===== config.mk =====
export PLATFORM = sky130hd
export DESIGN_NAME = fifo_frame_drain
export DESIGN_NICKNAME = d
export VERILOG_FILES = /design/src/rtl/fifo_frame_drain.sv
export SDC_FILE = /design/constraint.sdc
export NUM_CORES = 1
export LEC_CHECK = 0
export ABC_AREA = 1
export BUFFER_PORTS_ARGS = -buffer_cell sky130_fd_sc_hd__buf_4
export CAP_MARGIN = 0
export CORE_UTILIZATION = 55
export CTS_BUF_LIST = sky130_fd_sc_hd__clkbuf_16
export DETAILED_ROUTE_END_ITERATION = 16
export PLACE_DENSITY = 0.78
export SKIP_LAST_GASP = 1
export SYNTH_ARGS = -nofsm -noshare
export SYNTH_HDL_FRONTEND = slang
export SYNTH_SLANG_ARGS = --single-unit

===== constraint.sdc =====
create_clock -name clock -period 2.6 [get_ports clock]
set_input_delay 0.13 -clock clock [delete_from_list [all_inputs] [get_ports clock]]
set_output_delay 0.13 -clock clock [all_outputs]
set_load 0.03 [all_outputs]

===== src/rtl/fifo_frame_drain.sv =====
// fifo_frame_drain
// Pops {last, data} words from the frame FIFO and absorbs the RAM's one-cycle
// read latency. Words are presented as a valid/ready byte stream from a
// 2-entry output buffer, and each completed frame's byte count is reported.
module fifo_frame_drain #(
   parameter int DATA_WIDTH   = 8,
   parameter int LENGTH_WIDTH = 11
) (
   input  logic                    clock,
   input  logic                    reset_n,
   input  logic [DATA_WIDTH:0]     fifo_read_data,
   input  logic                    fifo_is_empty,
   output logic                    fifo_read_enable,
   output logic [DATA_WIDTH-1:0]   out_data,
   output logic                    out_last,
   output logic                    out_valid,
   input  logic                    out_ready,
   output logic                    frame_done,
   output logic [LENGTH_WIDTH-1:0] frame_length,
   output logic                    frame_overflow
);

   localparam int                      WORD_WIDTH = DATA_WIDTH + 1;
   localparam logic [LENGTH_WIDTH-1:0] LEN_MAX    = {LENGTH_WIDTH{1'b1}};
   localparam logic [LENGTH_WIDTH-1:0] LEN_ZERO   = {LENGTH_WIDTH{1'b0}};
   localparam logic [LENGTH_WIDTH-1:0] LEN_ONE    = {{(LENGTH_WIDTH-1){1'b0}}, 1'b1};
   localparam logic [WORD_WIDTH-1:0]   WORD_ZERO  = {WORD_WIDTH{1'b0}};

   // Output buffer: r_entry0 is always the head, r_entry1 sits behind it.
   logic [WORD_WIDTH-1:0]   r_entry0;
   logic [WORD_WIDTH-1:0]   r_entry1;
   logic [1:0]              r_count;
   logic                    r_inflight;

   // Frame accounting state.
   logic [LENGTH_WIDTH-1:0] r_byte_count;
   logic                    r_sticky_ovf;
   logic                    r_frame_done;
   logic [LENGTH_WIDTH-1:0] r_frame_length;
   logic                    r_frame_overflow;

   logic                    w_pop;
   logic                    w_capture;
   logic                    w_read_room;
   logic                    w_read_accept;
   logic [1:0]              w_occupancy;
   logic                    w_at_max;
   logic [LENGTH_WIDTH-1:0] w_count_inc;

   assign w_pop         = out_valid & out_ready;
   assign w_capture     = r_inflight;
   assign w_occupancy   = r_count + {1'b0, r_inflight};
   assign w_read_accept = ~fifo_is_empty & w_read_room;

   // Read is allowed while buffered plus in-flight words leave room, counting a same-cycle pop.
   always_comb begin
      w_read_room = 1'b0;
      if (w_occupancy < 2'd2) begin
         w_read_room = 1'b1;
      end else if (w_occupancy == 2'd2) begin
         w_read_room = w_pop;
      end else begin
         w_read_room = 1'b0;
      end
   end

   // Gate with reset only at the port so no pop request escapes during reset.
   assign fifo_read_enable = reset_n & w_read_accept;

   // Track the single outstanding read whose data arrives next cycle.
   always_ff @(posedge clock or negedge reset_n) begin
      if (!reset_n) begin
         r_inflight <= 1'b0;
      end else begin
         r_inflight <= w_read_accept;
      end
   end

   // Output buffer: capture behind the remaining entry, shift on pop, keep order on both.
   always_ff @(posedge clock or negedge reset_n) begin
      if (!reset_n) begin
         r_entry0 <= WORD_ZERO;
         r_entry1 <= WORD_ZERO;
         r_count  <= 2'd0;
      end else begin
         case ({w_capture, w_pop})
            2'b10: begin
               if (r_count == 2'd0) begin
                  r_entry0 <= fifo_read_data;
               end else begin
                  r_entry1 <= fifo_read_data;
               end
               r_count <= r_count + 2'd1;
            end
            2'b01: begin
               r_entry0 <= r_entry1;
               r_count  <= r_count - 2'd1;
            end
            2'b11: begin
               if (r_count == 2'd1) begin
                  r_entry0 <= fifo_read_data;
               end else begin
                  r_entry0 <= r_entry1;
                  r_entry1 <= fifo_read_data;
               end
            end
            default: begin
               r_count <= r_count;
            end
         endcase
      end
   end

   assign out_valid = (r_count != 2'd0);
   assign out_data  = r_entry0[DATA_WIDTH-1:0];
   assign out_last  = r_entry0[DATA_WIDTH];

   // Saturating increment of the per-frame byte counter.
   always_comb begin
      w_at_max = (r_byte_count == LEN_MAX);
      if (w_at_max) begin
         w_count_inc = r_byte_count;
      end else begin
         w_count_inc = r_byte_count + LEN_ONE;
      end
   end

   // Count transferred bytes; on the last byte publish length/overflow and restart the count.
   always_ff @(posedge clock or negedge reset_n) begin
      if (!reset_n) begin
         r_byte_count     <= LEN_ZERO;
         r_sticky_ovf     <= 1'b0;
         r_frame_done     <= 1'b0;
         r_frame_length   <= LEN_ZERO;
         r_frame_overflow <= 1'b0;
      end else begin
         r_frame_done <= 1'b0;
         if (w_pop) begin
            if (out_last) begin
               r_frame_done     <= 1'b1;
               r_frame_length   <= w_count_inc;
               r_frame_overflow <= r_sticky_ovf | w_at_max;
               r_byte_count     <= LEN_ZERO;
               r_sticky_ovf     <= 1'b0;
            end else begin
               r_byte_count <= w_count_inc;
               r_sticky_ovf <= r_sticky_ovf | w_at_max;
            end
         end else begin
            r_byte_count <= r_byte_count;
         end
      end
   end

   assign frame_done     = r_frame_done;
   assign frame_length   = r_frame_length;
   assign frame_overflow = r_frame_overflow;

endmodule


## Yosys cells after proc, flatten, opt, wreduce, memory -nomap -nowiden

Index checks and enable logic that the tools add are counted.

| word-level totals | value |
|---|---|
| register bits | 46 |
| output and inout bits | 24 |
| word-level logic and storage cells | 50 |

| cells by class | value |
|---|---|
| $add $sub $neg | 4 |
| magnitude comparators | 1 |
| equal/unequal tests | 9 |
| mux-type cells | 14 |
| bitwise operators | 5 |
| reduce and logical (&&, ||, !) cells | 8 |

Operator list:

| operator | number |
|---|---|
| two-way mux 9 bit | 4 |
| one-hot mux 9 bit (3 select lines) | 1 |
| two-way mux 11 bit | 2 |
| one-hot mux 9 bit (2 select lines) | 1 |
| adder 11 x 1 -> 11 bit (second input constant) | 1 |
| equality test 11 bit (second input constant) | 1 |
| equality test 2 bit (second input constant) | 3 |
| inequality test 2 bit (second input constant) | 3 |
| nonzero test 2 bit | 3 |
| two-way mux 1 bit | 5 |
| equality test 2 x 1 -> 1 bit (second input constant) | 2 |
| one-hot mux 2 bit (2 select lines) | 1 |
| AND reduction 2 bit | 2 |
| bitwise AND 1 bit | 3 |
| AND reduction 3 bit | 1 |
| nonzero test 3 bit | 1 |
| adder 2 x 1 -> 2 bit | 1 |
| adder 2 x 1 -> 2 bit (second input constant) | 1 |
| zero test 2 bit | 1 |
| < comparator 2 bit (second input constant) | 1 |
| subtractor 2 x 1 -> 2 bit (second input constant) | 1 |
| NOT 1 bit | 1 |
| OR 1 bit | 1 |

## Logic depth before layout (Yosys ltp)

| logic depth | value |
|---|---|
| word-level depth | 6 |
| gate-level depth with buffers | 12 |
| gate-level depth less buffers | 10 |

## Worst setup path before layout

No wires, ideal clock.

| timing path | value |
|---|---|
| kind | reg-to-output |
| start | register r_count[0] |
| end | output port fifo_read_enable |
| data arrival time | 2.002 ns |
| path slack | 0.468 ns |
| stages on the path, launching flop included | 9 |
| path through | dfrtp_1 -> inv_1 -> ha_1 -> inv_2 -> nand2_4 -> buf_6 -> o21ai_0 -> inv_1 -> nor3b_1 |

| between the ends | value |
|---|---|
| word-level cells in the longest chain between the ends | 6 |
| elaborated cells on any way between the ends | 9 |
| those cells by class | add/sub (1); order compare (1); eq/ne (1); mux (2); bitwise (3); reduce/logical (1) |

RTL lines:

| element | line | RTL |
|---|---|---|
| from (decl) | 32 | `logic [1:0] r_count;` |
| from (signal assigned) | 93 | `r_count <= r_count + 2'd1;` |
| from (signal assigned) | 97 | `r_count <= r_count - 2'd1;` |
| from (signal assigned) | 108 | `r_count <= r_count;` |
| nonzero test 2 bit | 114 | `assign out_valid = (r_count != 2'd0);` |
| named net out_valid | 16 | `output logic out_valid,` |
| bitwise AND 1 bit | 50 | `assign w_pop = out_valid & out_ready;` |
| two-way mux 1 bit | 60 | `end else if (w_occupancy == 2'd2) begin` |
| two-way mux 1 bit | 58 | `if (w_occupancy < 2'd2) begin` |
| bitwise AND 1 bit | 53 | `assign w_read_accept = ~fifo_is_empty & w_read_room;` |
| bitwise AND 1 bit | 68 | `assign fifo_read_enable = reset_n & w_read_accept;` |
| to (decl) | 13 | `output logic fifo_read_enable,` |

The timed path passes the listed nets, and every way through them passes these cells.

## Final worst setup path

| timing path | value |
|---|---|
| start | register r_count[0] |
| end | register r_entry0[8] |

| between the ends | value |
|---|---|
| word-level cells in the longest chain between the ends | 5 |
| elaborated cells on any way between the ends | 12 |
| those cells by class | eq/ne (5); mux (2); bitwise (1); reduce/logical (4) |

RTL lines:

| element | line | RTL |
|---|---|---|
| nonzero test 2 bit | 114 |  |
| bitwise AND 1 bit | 50 |  |
| equality test 2 bit or equality test 2 x 1 -> 1 bit (tied branches) | 86 | `case ({w_capture, w_pop})` |
| inequality test 2 bit (no line) or nonzero test 3 bit (tied branches) | n/a |  |
| AND reduction 2 bit (no line) | n/a |  |
| to (signal assigned) | 89 | `r_entry0 <= fifo_read_data;` |
| to (signal assigned) | 96 | `r_entry0 <= r_entry1;` |
| to (signal assigned) | 101 | `r_entry0 <= fifo_read_data;` |
| to (decl) | 30 | `logic [WORD_WIDTH-1:0] r_entry0;` |

Several ways; a longest one is shown, not always the timed one.
A chain may end at the register's enable or synchronous reset.

==> impl_metrics.tcl <==
set metrics [dict create \
    antenna_cells 0 \
    hold_violations 0 \
    clock_latency_ns 0.29 \
    synth_nets 301 \
    slew_headroom 0.623 \
    setup-violations-final 0 \
    clk_path_buf_depth 2 \
    vias 1986 \
    p_leak_nw 1.51 \
    wl_um 5020 \
    portBuffers 36 \
    ys_ff_latch 46 \
    grt_usage 0.249 \
    rsz0062_at_grt "false" \
    cts-root-buf "clkbuf_16" \
    finalMaxSlewViolations 0 \
    synth_seq_area_share 0.492 \
    maxCapViolCount 0 \
    synth_edf_count 0 \
    start_kind "register" \
    grt_pass1_wl_um 8140 \
    die_x_um 67.2 \
    core_mm2 0.00406 \
    synth_area_mm2 0.00234 \
    grt_pass1_vias 1871 \
    end_kind "register" \
    ys_types 30 \
    post_cts_resized 0 \
    cts_tree "done" \
    cts_setup_buffers 0 \
    antenna_found_initial 0 \
    hpwl_um 3460 \
    crit_fanout 13 \
    drive_above_1_share 0.198 \
    wire_per_inst_um 13.4 \
    h-tree-depth 2 \
    reg2reg_depth 10 \
    synth.top_cells.by_count "nand2_1, dfrtp_1, o21ai_0, inv_1, nor2_1" \
    vias_per_cell 5.31 \
    fin_total_pwr_w 0.00302 \
    worst_pin_slew_ns 0.566 \
    ctsHoldBuffers 2 \
    post-synth-top-area-cell "dfrtp_1" \
    clk_pin_slew_ns 0.06 \
    die-height_um 67.2 \
    placementRows 23 \
    finalSetupTns_ns 0 \
    synthArstFlopShare 1.00 \
    post-route-min-period_ns 2.32 \
    drc 0 \
    gp_congestion 0.841 \
    initial_core_util 0.577 \
    area_delta_synth_final_pct 21.5 \
    fin_cells 374 \
    clkSinkCount 46 \
    drtIter0Drc 141 \
    ys.flop_type "dfrtp_1" \
    nets 343 \
    r2r_setup_slack_ns 0.28 \
    syn_inst 281 \
    dieArea_mm2 0.00452 \
    ios 37 \
    cts-buffers-inserted 5 \
    fin_crit_sh 0.891 \
    grt_max_degree 47 \
    cp.arrival_ns 2.52 \
    worstHoldPathType "in2reg" \
    grt_overflow_total 0 \
    synthTopCellsByArea "dfrtp_1, nand2_1, o21ai_0" \
    fillerInstances 331 \
    holdPathStages 3 \
    status "finished, final reports clean" \
    finClkSkew_ns 0.00390 \
    syn_avg_cell_area_um2 8.33 \
    synth.most_common_cell "nand2_1" \
    drtPass1Iterations 4 \
    p_per_area_mw_per_mm2 1060 \
    place_inst 364 \
    final_antenna_net_count 0 \
    max_freq_ghz 0.432 \
    irDropWorstVdd_mv 0.627 \
    yosys_warnings 0 \
    crit_type "reg2reg" \
    cp.required_ns 2.81 \
    yosys.area.top_type_share 0.492 \
]
cell type report:
class | count | area (um^2) | share of cell area
repair buffers | 41 | 313 | 0.110
inverters | 34 | 128 | 0.0449
well taps | 50 | 62.6 | 0.0220
clock buffers | 5 | 125 | 0.0440
multi-input cells | 195 | 1020 | 0.360
clock inverters | 3 | 41.3 | 0.0145
flip-flops and latches | 46 | 1150 | 0.405
worst paths after layout:
kind                                              from                           end
max                             r_count[0]$_DFFE_PN0P_       r_entry0[8]$_DFFE_PN0P_
min                                  fifo_read_data[1]       r_entry1[1]$_DFFE_PN0P_
max reg2reg                     r_count[0]$_DFFE_PN0P_       r_entry0[8]$_DFFE_PN0P_
min reg2reg                frame_length[2]$_DFFE_PN0P_   frame_length[2]$_DFFE_PN0P_
max in group asynchronous                      reset_n  r_byte_count[10]$_DFFE_PN0P_
min in group asynchronous                      reset_n   r_byte_count[6]$_DFFE_PN0P_
flip-flops by register name (all words and copies together) (netlist names):
register / count
frame_length: 11
r_byte_count: 11
r_entry0: 9
r_entry1: 9
r_count: 2
frame_done: 1
frame_overflow: 1
r_inflight: 1
r_sticky_ovf: 1
power breakdown:
group / switching [W] / total, W / leakage (nW) / internal, W
registers: 0.000154 / 0.00108 / 0.593 / 0.000925
logic: 0.000788 / 0.00123 / 0.837 / 0.000439
clock network: 0.000265 / 0.000715 / 0.0812 / 0.000450
total: 0.00121 / 0.00302 / 1.51 / 0.00181
through the flow:
step | utilization | instance area, um^2 | setup slack [ns] | hold slack (ns)
finish | 0.701 | 2840 | 0.285 | 0.111
global route | 0.701 | 2840 | 0.0788 | 0.126
CTS | 0.701 | 2840 | 0.263 | 0.105
detailed placement | 0.655 | 2660 | 0.327 | 0.276
global placement | 0.655 | 2660 | 0.416 | 0.276
floorplan | - | 2340 | 0.468 | -0.166
worst max-delay path, cell delays in order (launching register included):
cell     delay (ns)
dfrtp_1        0.41
inv_1          0.06
ha_1           0.21
inv_2          0.11
nand2_4        0.14
inv_1          0.21
ha_1           0.27
inv_1          0.07
nor2_1         0.41
o21ai_0        0.18
a31oi_1        0.16
cells in the final DEF (no fill, tap or decap), drive strengths merged:
cell	instances
xnor2	3
a31oi	9
or2	1
clkbuf	5
clkinvlp	1
xor2	1
ha	7
buf	39
nand2	94
nor3	1
nand3	12
o211ai	1
nor2	20
nand3b	1
dlygate4sd3	2
a21oi	1
o21ai	39
nor3b	1
dfrtp	46
inv	35
nand4	4
bufinv	1
cell families after synthesis:
family                   Yosys count  synth area share
AND/OR/NAND/NOR                  134             0.262
XOR/XNOR                           4            0.0150
buffers and inverters             40            0.0711
flip-flops                        46             0.492
AO/OA/AOI/OAI                     50             0.123
adder cells (fa/ha/maj)            7            0.0374
per-layer routing:
layer,track usage,up-vias,wire length [um]
met1,0.300,941,2150
met2,0.421,43,2570
li1,-,991,-
met4,0.117,0,95
met3,0.0541,11,204
met5,0,-,0
Power figures use the tool's default switching activity.
